File: src/rtl/output_layer_pkg.sv
// Shared constants, FSM state type and score arithmetic helpers for the output-layer back end.
// sat_add is only referenced when SCORE_SAT_EN is defined.
package output_layer_pkg;

    localparam int NUM_OUT = 10;
    localparam int PROD_W  = 16;
    localparam int ACC_W   = 24;
    localparam int BIAS_W  = 8;
    localparam int IDX_W   = 4;

    typedef enum logic [2:0] {
        IDLE  = 3'd0,
        ACCUM = 3'd1,
        BIAS  = 3'd2,
        SCAN  = 3'd3,
        DONE  = 3'd4
    } state_t;

    // Sign-magnitude bias to two's complement; a negative zero maps to 0.
    function automatic logic signed [ACC_W-1:0] sm2tc(input logic [BIAS_W-1:0] b);
        logic signed [ACC_W-1:0] mag;
        mag = ACC_W'(b[BIAS_W-2:0]);
        return b[BIAS_W-1] ? -mag : mag;
    endfunction

    function automatic logic signed [ACC_W-1:0] sat_add(input logic signed [ACC_W-1:0] a,
                                                        input logic signed [ACC_W-1:0] b);
        logic signed [ACC_W:0] sum;
        sum = {a[ACC_W-1], a} + {b[ACC_W-1], b};
        if (sum[ACC_W] != sum[ACC_W-1])
            return sum[ACC_W] ? {1'b1, {(ACC_W-1){1'b0}}} : {1'b0, {(ACC_W-1){1'b1}}};
        return sum[ACC_W-1:0];
    endfunction

endpackage

File: src/rtl/score_argmax.sv
// Sequential argmax scan over the score register file: one strict signed compare per step,
// so ties keep the lowest index.
module score_argmax
    import output_layer_pkg::*;
(
    input  logic                    clk,
    input  logic                    rst_n,
    input  logic                    init,
    input  logic                    step,
    input  logic signed [ACC_W-1:0] first_score,
    input  logic signed [ACC_W-1:0] cur_score,
    output logic [IDX_W-1:0]        k,
    output logic [IDX_W-1:0]        best_idx,
    output logic signed [ACC_W-1:0] best,
    output logic                    last
);

    assign last = (k == IDX_W'(NUM_OUT - 1));

    always_ff @(posedge clk or negedge rst_n) begin
        if (!rst_n) begin
            k        <= '0;
            best_idx <= '0;
            best     <= '0;
        end else if (init) begin
            best     <= first_score;
            best_idx <= '0;
            k        <= IDX_W'(1);
        end else if (step) begin
            if (cur_score > best) begin
                best     <= cur_score;
                best_idx <= k;
            end
            k <= k + IDX_W'(1);
        end
    end

endmodule

File: src/rtl/output_score_argmax.sv
// Output-layer back end: per-neuron product accumulation, bias add, then argmax scan.
// Define SCORE_SAT_EN to saturate accumulator and bias add instead of wrapping.
module output_score_argmax
    import output_layer_pkg::*;
(
    input  logic                        clk,
    input  logic                        rst_n,
    input  logic [NUM_OUT*BIAS_W-1:0]   bias_in,
    input  logic                        start,
    input  logic                        in_valid,
    output logic                        in_ready,
    input  logic signed [PROD_W-1:0]    in_data,
    input  logic                        in_last,
    output logic                        class_valid,
    input  logic                        class_ready,
    output logic [IDX_W-1:0]            class_idx,
    output logic signed [ACC_W-1:0]     class_score,
    output logic                        busy
);

    function automatic logic signed [ACC_W-1:0] add_score(input logic signed [ACC_W-1:0] a,
                                                          input logic signed [ACC_W-1:0] b);
`ifdef SCORE_SAT_EN
        return sat_add(a, b);
`else
        return a + b;
`endif
    endfunction

    state_t                  state, state_next;
    logic [IDX_W-1:0]        n;
    logic signed [ACC_W-1:0] acc;
    logic signed [ACC_W-1:0] score [NUM_OUT];

    logic                    beat;
    logic                    last_neuron;
    logic                    scan_init;
    logic                    scan_step;
    logic                    scan_last;
    logic [IDX_W-1:0]        scan_k;
    logic signed [ACC_W-1:0] cur_score;

    assign beat        = in_valid & in_ready;
    assign last_neuron = (n == IDX_W'(NUM_OUT - 1));
    assign cur_score   = (scan_k < IDX_W'(NUM_OUT)) ? score[scan_k] : '0;

    always_ff @(posedge clk or negedge rst_n) begin
        if (!rst_n) state <= IDLE;
        else        state <= state_next;
    end

    always_comb begin
        state_next  = state;
        in_ready    = 1'b0;
        class_valid = 1'b0;
        busy        = (state != IDLE);
        scan_init   = 1'b0;
        scan_step   = 1'b0;
        case (state)
            IDLE: begin
                if (start) state_next = ACCUM;
            end
            ACCUM: begin
                in_ready = 1'b1;
                if (beat && in_last) state_next = BIAS;
            end
            BIAS: begin
                if (last_neuron) begin
                    scan_init  = 1'b1;
                    state_next = SCAN;
                end else begin
                    state_next = ACCUM;
                end
            end
            SCAN: begin
                scan_step = 1'b1;
                if (scan_last) state_next = DONE;
            end
            DONE: begin
                class_valid = 1'b1;
                if (class_ready) state_next = IDLE;
            end
            default: state_next = IDLE;
        endcase
    end

    // Accumulator, neuron counter and score register file.
    always_ff @(posedge clk or negedge rst_n) begin
        if (!rst_n) begin
            acc <= '0;
            n   <= '0;
            for (int i = 0; i < NUM_OUT; i++) score[i] <= '0;
        end else begin
            case (state)
                IDLE: begin
                    if (start) begin
                        acc <= '0;
                        n   <= '0;
                    end
                end
                ACCUM: begin
                    if (beat) acc <= add_score(acc, ACC_W'(in_data));
                end
                BIAS: begin
                    score[n] <= add_score(acc, sm2tc(bias_in[n*BIAS_W +: BIAS_W]));
                    acc      <= '0;
                    if (!last_neuron) n <= n + IDX_W'(1);
                end
                default: ;
            endcase
        end
    end

    score_argmax u_argmax (
        .clk         (clk),
        .rst_n       (rst_n),
        .init        (scan_init),
        .step        (scan_step),
        .first_score (score[0]),
        .cur_score   (cur_score),
        .k           (scan_k),
        .best_idx    (class_idx),
        .best        (class_score),
        .last        (scan_last)
    );

endmodule

File: config.mk
export PLATFORM = sky130hd
export DESIGN_NAME = output_score_argmax
export DESIGN_NICKNAME = d
export VERILOG_FILES = /design/src/rtl/output_layer_pkg.sv /design/src/rtl/score_argmax.sv /design/src/rtl/output_score_argmax.sv
export SDC_FILE = /design/constraint.sdc
export NUM_CORES = 1
export LEC_CHECK = 0
export BUFFER_PORTS_ARGS = -buffer_cell sky130_fd_sc_hd__buf_2
export CORE_UTILIZATION = 51
export DETAILED_ROUTE_END_ITERATION = 16
export GPL_TIMING_DRIVEN = 0
export PLACE_DENSITY = 0.74
export SETUP_SLACK_MARGIN = 0.4
export SYNTH_ARGS = -nofsm -noshare
export SYNTH_HDL_FRONTEND = slang
export SYNTH_SLANG_ARGS = --single-unit
File: constraint.sdc
create_clock -name clk -period 7.9 [get_ports clk]
set_input_delay 0.395 -clock clk [delete_from_list [all_inputs] [get_ports clk]]
set_output_delay 0.395 -clock clk [all_outputs]
set_load 0.02 [all_outputs]
==> results of run 1 <==
==> cell usage in the layout, fill, tap and decap left out, types with 6 or more instances in the layout <==
cell type and instances:
nand2_1 304, dfrtp_1 303, o21ai_0 236, buf_2 138
clkbuf_1 104, a21oi_1 86, ha_1 75, nor2_1 71
mux2_2 63, mux4_2 57, inv_1 42, xnor2_1 32
clkbuf_16 31, o22ai_1 30, a221oi_1 28, a21o_1 26
a31oi_1 25, mux2i_1 18, xor2_1 18, a211oi_1 16
nand3_1 15, buf_1 14, o21a_1 14, nor2b_1 12
o21ai_1 11, clkbuf_8 11, and2_0 9, nand4_1 9
a22o_1 8, nand2b_1 7, nor3b_1 6, nor3_1 6
o21bai_1 6
==> worst max-delay path, cell delays in order (launching register included) <==
cell and delay, ns:
dfrtp_1 0.38, buf_2 0.22, buf_1 0.50, mux4_2 0.42, a221oi_1 0.56, ha_1 0.27, nand2_1 0.06, nor3b_1 0.29
ha_1 0.30, nor2_1 0.10, a21oi_1 0.05, ha_1 0.33, o21a_1 0.11, nor2_1 0.19, nor2_1 0.10, o211a_1 0.23
a311oi_1 0.50, a221oi_1 0.23, a21o_1 0.25, a21o_1 0.18, a21oi_1 0.18, xor2_1 0.65, o21ai_0 0.20
==> registers in the layout, indices dropped and copies added (netlist names) <==
register,count
n,4
u_argmax.best_idx,4
score,240
u_argmax.best,24
acc,24
state,3
u_argmax.k,4
==> per-layer routing <==
layer / track usage / vias up / wire [um]
li1: - / 6490 / -
met1: 0.379 / 6934 / 19600
met2: 0.481 / 535 / 22700
met3: 0.0454 / 105 / 3450
met4: 0.0950 / 0 / 1520
met5: 0 / - / 0
==> synthesized netlist by cell type, drive strengths merged, types with 7 or more instances <==
library cell / instances / share of area
a21o: 26 / 0.012
nand2b: 7 / 0.0026
inv: 44 / 0.0099
a221oi: 28 / 0.014
nand2: 304 / 0.067
a22o: 8 / 0.0041
nor2b: 12 / 0.0044
o21a: 14 / 0.0062
o21ai: 248 / 0.074
nand3: 15 / 0.0044
mux4: 57 / 0.076
ha: 75 / 0.055
a211oi: 16 / 0.0071
nor2: 71 / 0.016
mux2: 63 / 0.042
buf: 27 / 0.0083
o22ai: 30 / 0.011
xor2: 19 / 0.010
a21oi: 86 / 0.025
xnor2: 33 / 0.018
mux2i: 18 / 0.011
dfrtp: 303 / 0.45
and2: 13 / 0.0048
a31oi: 25 / 0.0092
nand4: 9 / 0.0033
clkbuf: 97 / 0.022
==> per-stage QoR <==
step / area [um2] / hold slack [ns] / setup slack, ns
detailed placement: 18200 / 0.379 / 1.51
global route: 19200 / 0.133 / 0.962
CTS: 19200 / 0.108 / 1.48
global placement: 18100 / 0.457 / 0.842
finish: 19200 / 0.126 / 1.44
floorplan: 16900 / 0.0994 / 2.86
==> cell type report <==
cell class	count	area, um2
fillers	2801	13400
plain buffers	124	505
clock inverters	6	37.5
multi-input cells	1244	8670
flip-flops and latches	303	7580
clock buffers	50	957
inverters	45	171
repair buffers	135	736
well taps	442	553
==> worst paths after layout <==
check	depth (start not counted)	startpoint	slack, ns	to
worst min register to register	2	score[0]	0.47	score[0]
worst max-delay path	22	n[1]	1.44	score[22]
min in group asynchronous	2	rst_n	0.38	u_argmax.best[14]
worst max register to register	22	n[1]	1.44	score[22]
max in group asynchronous	3	rst_n	6.50	score[120]
worst min-delay path	3	in_last	0.13	state[1]
==> what timing repair did <==
item                                   4_1_cts  5_1_grt
setup buffers                                0        0
hold buffers                                 1        0
gates resized for setup                      0        0
endpoints found under the hold margin       64        0
==> power groups by stage <==
stage	clock, W	sequential (W)	combinational, W
floorplan	0	0.00221	0.00274
global route	0.00151	0.00224	0.00451
global placement	0	0.00219	0.00393
detailed placement	0	0.00221	0.00404
finish	0.00142	0.00220	0.00411
CTS	0.00144	0.00219	0.00407
==> logic make-up (layout without fill, tap and decap cells) <==
kind of cell | Yosys count | count (layout) | share of synthesized area
AO/OA/AOI/OAI | 521 | 521 | 0.184
buffers and inverters | 169 | 360 | 0.0400
AND/OR/NAND/NOR | 453 | 453 | 0.112
flip-flops | 303 | 303 | 0.448
adder cells (fa/ha/maj) | 80 | 80 | 0.0596
XOR/XNOR | 52 | 52 | 0.0278
multiplexers | 138 | 138 | 0.128
==> metrics.md, run 1 <==
| Metric | Value |
|---|---|
| Gp weighted congestion | `0.926` |
| Clk_lat worst skew | `0.56 ns` |
| Initial antenna violation count | `0` |
| Clock power share | `0.184` |
| Number of synthesized register bits | `303` |
| CTS Sinks | `303` |
| Synth Warn # | `0` |
| Non-Filler Instances | `2349` |
| Worst Setup Start Kind | `flop` |
| Detailed placement HPWL | `35700 um` |
| N_diodes | `0` |
| Routed wire per std cell | `20.1 um` |
| PD cells | `402 nW/um2` |
| Final nets | `2063` |
| Number of global-route vias before repair | `14100` |
| Setup TNS | `0 ns` |
| Die height | `184 um` |
| Max-cap violation count | `0` |
| CTS clk-pin slew, worst paths | `0.06 ns` |
| Largest net degree at the start of global routing | `127` |
| CP endpoint kind | `flop` |
| Ys flop type | `dfrtp_1` |
| Final wirelength | `47300 um` |
| Drt drc | `0` |
| WP data arrival | `6.88 ns` |
| Critical path class | `flop to flop` |
| H-tree levels | `1` |
| Sequential element share of the synthesized area | `0.448` |
| Die width | `184 um` |
| Power share of the sequential group | `0.284` |
| Synthesized Nets | `1895` |
| Fin crit share | `0.818` |
| Fraction of layout cells with a size suffix above 1 | `0.171` |
| Count of final hold-check violations | `0` |
| Post-synth ARST share | `1.00` |
| Area grow syn2layout | `13.5%` |
| Synth unique cells | `72` |
| Avg Inst Size Synth | `9.87 um2` |
| Post-synth EDFFs | `0` |
| DR iter-0 viols | `1013` |
| Crit Path Max Fanout | `10` |
| Detail Route Antenna Nets | `0` |
| Sw power | `0.00354 W` |
| Leak | `8.74 nW` |
| Deepest clock path buffer count | `3` |
| Int Power | `0.00419 W` |
| Sw Ratio | `0.458` |
| Post-layout util | `0.589` |
| Clk_skew | `0.0111 ns` |
| Synth Cell Area | `16900 um2` |
| Logic gate share of total power | `0.532` |
| Detailed Routing Iterations Pass 1 | `7` |
| Core area | `32600 um2` |
| First-pass GRT wire length | `76000 um` |
| RSZ-0062 raised after global routing | `false` |
| Highest clock rate | `155 MHz` |
| Worst-margin pin slew | `1.27 ns` |
| Slew Viols, Final | `0` |
| Total track usage | `0.287` |
| Clock root cell | `clkbuf_16` |
| CTS tree | `yes` |
| CTS Buf Count | `31` |
| Dpl cells | `2292` |
| Slew HR | `0.148` |
| I/O pin count | `133` |
| Status | `completed` |
| Req. time, crit path | `8.31 ns` |
| Via density | `5.99` |
| Vias | `14100` |
| PortBufs | `132` |
| Endpoints failing setup | `0` |
| Post-Synthesis Cells | `1716` |
| Die area | `33900 um2` |
| Core Rows | `66` |
| PnR Total Power | `0.00773 W` |
| Worst-case vdd ir drop | `0.000203 V` |
| Hold Crit Class | `primary input to flop` |
| GR Overflow Total | `0` |
| Initial Util | `0.519` |
| Fin crit period | `6.46 ns` |
Note: power is estimated with default switching activity, not from simulation.
==> run 2, diff against run 1 <==
- PLACE_DENSITY: 0.74 -> 0.77
- clock period: 7.9 -> 5.3 ns (I/O delays scaled with it)
==> metrics.md, run 2 (synthesis gave the netlist of run 1 again) <==
| Metric | Value |
|---|---|
| Endpoints failing setup | `0` |
| Status | `completed` |
| I/O pin count | `133` |
| Critical path class | `flop to flop` |
| Drt drc | `0` |
| Slew Viols, Final | `0` |
| Fin crit period | `5.22 ns` |
| Setup crit start | `n[0]` |
| Fill count | `2483` |
| Storage element area | `7580 um2` |
| Detailed Routing Iterations Pass 1 | `6` |
| Area taken by multi-input logic gates | `9410 um2` |
| Die height | `184 um` |
| Hold_sp | `in_data[0]` |
| Crit Path Max Fanout | `11` |
| Commonest non-fill, non-tap cell in the layout | `dfrtp_1` |
| Routed wire per std cell | `21.7 um` |
| Largest net degree at the start of global routing | `99` |
| Core Rows | `66` |
| Worst R2R End | `score[119]` |
| Req. time, crit path | `5.74 ns` |
| Initial antenna violation count | `1` |
| Worst-margin pin slew | `1.05 ns` |
| Slew HR | `0.296` |
| Fin crit share | `0.984` |
| Reg2reg path depth | `23` |
| Core area | `32600 um2` |
| WP data arrival | `5.65 ns` |
| CTS Buf Count | `31` |
| PortBufs | `132` |
| Number of global-route vias before repair | `14900` |
| Hold Crit Endpoint | `acc[0]` |
| Highest clock rate | `192 MHz` |
| Area grow syn2layout | `22.9%` |
| CTS clk-pin slew, worst paths | `0.06 ns` |
| RR Startpoint | `n[0]` |
| H-tree levels | `1` |
| CTS tree | `yes` |
| Clk_skew | `0.0201 ns` |
| Regs by FF count | `score (240), acc (24), u_argmax.best (24)` |
| Hold Crit Class | `primary input to flop` |
| Worst-case vdd ir drop | `0.000366 V` |
| Vias | `14900` |
| Register bank with the most flops | `score` |
| Max reg flops | `240` |
| Gp weighted congestion | `0.926` |
| Final nets | `2123` |
| CP endpoint kind | `flop` |
| Count of final hold-check violations | `0` |
| Max-cap violation count | `0` |
| CTS Sinks | `303` |
| Placed inst area | `18300 um2` |
| RSZ-0062 raised after global routing | `true` |
| GR Overflow Total | `0` |
| Final wirelength | `52200 um` |
| Total track usage | `0.304` |
| Leak | `9.40 nW` |
| Fraction of layout cells with a size suffix above 1 | `0.261` |
| DR iter-0 viols | `1280` |
| Clk_lat worst skew | `0.59 ns` |
| Detailed placement HPWL | `36200 um` |
| Initial Util | `0.519` |
| Deepest clock path buffer count | `3` |
| Clock root cell | `clkbuf_16` |
| Worst Setup Start Kind | `flop` |
| Setup TNS | `0 ns` |
| Commonest non-fill, non-tap cells in the layout | `dfrtp_1 (303), nand2_1 (301), o21ai_0 (192)` |
| Reg2reg setup slack | `0.08 ns` |
| Via density | `6.20` |
| Detail Route Antenna Nets | `0` |
| Die area | `33900 um2` |
| First-pass GRT wire length | `79700 um` |
| PD cells | `656 nW/um2` |
| Die width | `184 um` |
| Cell count of the worst hold path | `3` |
| N_diodes | `0` |
| Design Area, Final | `20800 um2` |
==> run 2: area by class of cell <==
type                    count  share of cell area
clock inverters            20             0.00962
clock buffers              37              0.0398
well taps                 442              0.0266
multi-input cells        1246               0.452
flip-flops and latches    303               0.365
plain buffers             124              0.0313
repair buffers            193              0.0676
inverters                  45             0.00824
==> run 2: how the worst max path moves through the flow <==
stage                   endpoint  slack, ns  cells past startpoint
6_report              score[119]       0.08                     23
5_1_grt                score[94]      -0.04                     25
4_1_cts                score[46]       0.27                     23
3_5_place_dp   u_argmax.best[18]      -0.87                     21
3_3_place_gp                n[3]      -1.55                      1
2_1_floorplan         score[166]       0.43                     20
==> run 2: metrics by stage <==
stage / setup WS [ns] / util / instances / hold WS (ns) / power [W]
5_1_grt: -0.0391 / 0.638 / 2410 / 0.0424 / 0.0143
6_report: 0.0839 / 0.638 / 2410 / 0.0318 / 0.0136
4_1_cts: 0.267 / 0.620 / 2389 / 0.0265 / 0.0126
3_5_place_dp: -0.867 / 0.560 / 2293 / 0.190 / 0.00935
2_1_floorplan: 0.431 / - / 1716 / -0.0306 / 0.00739
3_3_place_gp: -1.55 / 0.557 / 2290 / 0.456 / 0.00913
==> run 2: per-layer routing <==
layer  wire length [um]  global-route usage
met3               4220              0.0549
met5                 19                   0
met4               2720               0.149
met1              20200               0.384
met2              25000               0.503
==> run 2: power by group <==
part	internal, W	switching, W
sequential	0.00288	0.000406
combinational	0.00331	0.00481
clock	0.00127	0.000971
total	0.00745	0.00619
==> run 2: what timing repair did <==
item / 4_1_cts / 5_1_grt
hold endpoints to repair: 51 / 0
hold buffers: 4 / 0
endpoints found under the setup margin: 199 / 189
buffers inserted: 31 / 17
pin swaps: 33 / 57
gates cloned: 4 / 4
resized for setup: 136 / 117
==> run 2: critical path: stages (launching register included) <==
cell,delay [ns]
dfrtp_1,0.37
buf_6,0.17
buf_12,0.12
buf_4,0.10
mux4_2,0.52
a221oi_4,0.35
and3b_2,0.27
a31o_4,0.20
inv_4,0.08
clkbuf_4,0.22
clkbuf_8,0.22
ha_1,0.24
a21o_1,0.19
nand2_2,0.12
a311o_1,0.23
o211ai_1,0.16
a31o_2,0.33
maj3_1,0.38
a21oi_2,0.16
o21ai_2,0.12
xnor2_4,0.18
buf_12,0.15
buf_12,0.12
o21ai_1,0.06
==> run 3, diff against run 2 <==
- SYNTH_HIERARCHICAL: unset -> 1
==> metrics.md, run 3 <==
| Metric | Value |
|---|---|
| Buf+Inv Stages, Crit Path | `3` |
| Clk_lat worst skew | `0.57 ns` |
| Post-Synthesis Cells | `1686` |
| PortBufs | `132` |
| Slew HR | `0.111` |
| Initial Util | `0.518` |
| Number of global-route vias before repair | `14300` |
| Sequential element share of the synthesized area | `0.435` |
| Core Rows | `67` |
| Final wirelength | `48400 um` |
| Ys flop type | `dfrtp_1` |
| Count of final hold-check violations | `0` |
| Count leader, synth | `dfrtp_1` |
| Initial antenna violation count | `1` |
| Crit-path max cell delay | `0.64 ns` |
| Fin crit share | `0.899` |
| I/O pin count | `133` |
| Via density | `6.15` |
| Cell chain of the critical path | `buf_2 > clkbuf_2 > mux4_2 > nand2_1 > a21oi_1 > ha_1 > nand4_1 > or4_4 > or4_1 > o2111ai_1 > o31ai_2 > buf_2 > nand3b_1 > o311ai_1` |
| Die width | `187 um` |
| Total track usage | `0.281` |
| DR iter-0 viols | `1258` |
| N_diodes | `0` |
| CTS clk-pin slew, worst paths | `0.06 ns` |
| Synth area leader | `dfrtp_1` |
| Die height | `187 um` |
| Highest clock rate | `210 MHz` |
| Post-synth ARST share | `1.00` |
| Detail Route Antenna Nets | `0` |
| Commonest non-fill, non-tap cell in the layout | `dfrtp_1` |
| Max reg flops | `240` |
| Area share of the largest cell type after synthesis | `0.435` |
| Number of synthesized register bits | `303` |
| Commonest non-fill, non-tap cells in the layout | `dfrtp_1 (300), nand2_1 (279), o21ai_0 (173)` |
| Gp weighted congestion | `0.964` |
| Fill count | `2760` |
| Synth Cell Area | `17400 um2` |
| Worst Setup Start Kind | `flop` |
| Placed inst area | `18700 um2` |
| Synth unique cells | `91` |
| H-tree levels | `1` |
| Max-cap violation count | `0` |
| Endpoints failing setup | `0` |
| Synthesized Nets | `1868` |
| Area grow syn2layout | `15.0%` |
| Req. time, crit path | `5.72 ns` |
| First-pass GRT wire length | `78200 um` |
| Main area contributors after synthesis | `dfrtp_1 (44%), mux2_2 (6.9%), mux4_2 (6.7%)` |
| WP data arrival | `5.18 ns` |
| Fraction of layout cells with a size suffix above 1 | `0.229` |
| Die area | `34900 um2` |
| CTS tree | `yes` |
| Vias | `14300` |
| Detailed Routing Iterations Pass 1 | `6` |
| Detailed placement HPWL | `36200 um` |
| Slew Viols, Final | `0` |
| Clock root cell | `clkbuf_16` |
| CP endpoint kind | `flop` |
| Most used cell, CP | `buf_2` |
| Crit Path Max Fanout | `10` |
| Status | `completed` |
| Core area | `33600 um2` |
| Worst-margin pin slew | `1.33 ns` |
| Regs by FF count | `score (240), acc (24), u_argmax/best (24)` |
| GR Overflow Total | `0` |
| Hold Crit Class | `primary input to flop` |
| Register bank with the most flops | `score` |
| Cell family with most CP delay | `simple AND/OR/NAND/NOR gates` |
| Crit-path slowest cell | `or4_1` |
| Final nets | `2040` |
| Setup ws final | `0.535 ns` |
| CTS Sinks | `303` |
| Routed wire per std cell | `20.8 um` |
| Synth Warn # | `6` |
| Fin crit period | `4.76 ns` |
| Clk_skew | `0.0269 ns` |
| Largest net degree at the start of global routing | `127` |
| Synth cell count leaders | `dfrtp_1 (303), nand2_1 (279), o21ai_0 (173)` |
| Drt drc | `0` |
| Pre-CTS setup slack | `-0.491 ns` |
| Critical path class | `flop to flop` |
| CTS Buf Count | `31` |
| Avg Inst Size Synth | `10.3 um2` |
| Design Area, Final | `20000 um2` |
| RSZ-0062 raised after global routing | `true` |
| Post-synth EDFFs | `0` |
| Deepest clock path buffer count | `3` |
## run 3: stage by stage
step / util / hold slack [ns] / cells / TNS (ns)
floorplan: - / -0.0306 / 1686 / 0
global placement: 0.555 / 0.456 / 2266 / -461.00
detailed placement: 0.557 / 0.222 / 2268 / -12.40
CTS: 0.592 / 0.0785 / 2328 / 0
global route: 0.596 / 0.0820 / 2330 / 0
finish: 0.596 / 0.102 / 2330 / 0
## run 3: worst reg2reg max path: cells and delay by family, from the launching register on
kind,cells,cell delay (ns)
and+or+nand+nor,5,1.69
adders and majority gates,1,0.38
DFF,1,0.54
muxes,1,0.37
AOI/OAI and AO/OA,4,0.65
buffers and inverters,3,0.99
## run 3: path summary, 6_finish.rpt
| kind | startpoint | endpoint | slack (ns) | depth (start not counted) |
|---|---|---|---|---|
| hold / removal | in_data[0] | acc[0] | 0.10 | 3 |
| setup / recovery | u_argmax/k[1] | u_argmax/best[1] | 0.54 | 14 |
| min in group asynchronous | rst_n | u_argmax/best[3] | 0.21 | 2 |
| max in group asynchronous | rst_n | score[69] | 3.60 | 4 |
| setup reg to reg | u_argmax/k[1] | u_argmax/best[1] | 0.54 | 14 |
| hold reg to reg | score[147] | score[147] | 0.48 | 2 |
## run 3: logic make-up (layout without fill, tap and decap cells)
kind of cell	after synthesis	in the layout	synth area share
simple gates	469	469	0.124
compound gates	449	449	0.167
flops	303	303	0.435
mux	186	186	0.154
buf+inv	157	353	0.0399
fa+ha+maj	80	80	0.0583
xor+xnor	42	42	0.0220
## run 3: cell type report
type                    instances  area, um2  share of cell area
plain buffers                 108        567              0.0283
clock buffers                  45        898              0.0448
clock inverters                12        146             0.00731
inverters                      49        184             0.00918
multi-input cells            1226       9310               0.465
flip-flops and latches        303       7590               0.379
well taps                     448        561              0.0280
repair buffers                139        781              0.0390
## run 3: routing by layer
layer | vias up | wire length [um] | part of all wire | track usage
li1 | 6502 | - | - | -
met1 | 7060 | 19900 | 0.41 | 0.372
met2 | 646 | 23400 | 0.48 | 0.474
met3 | 117 | 3590 | 0.074 | 0.0439
met4 | 0 | 1510 | 0.031 | 0.0905
met5 | - | 0 | 0 | 0
## run 3: timing repair
item | 4_1_cts | 5_1_grt
setup buffers | 1 | 2
hold buffers | 2 | 0
endpoints found under the setup margin | 117 | 179
gates cloned | 0 | 0
pin swaps | 1 | 5
gates resized for setup | 44 | 33
endpoints found under the hold margin | 56 | 0
Power of run 3 is left out: the tool's default activity adds up to more than one toggle a clock period on the data nets, which glitch-free logic cannot reach.
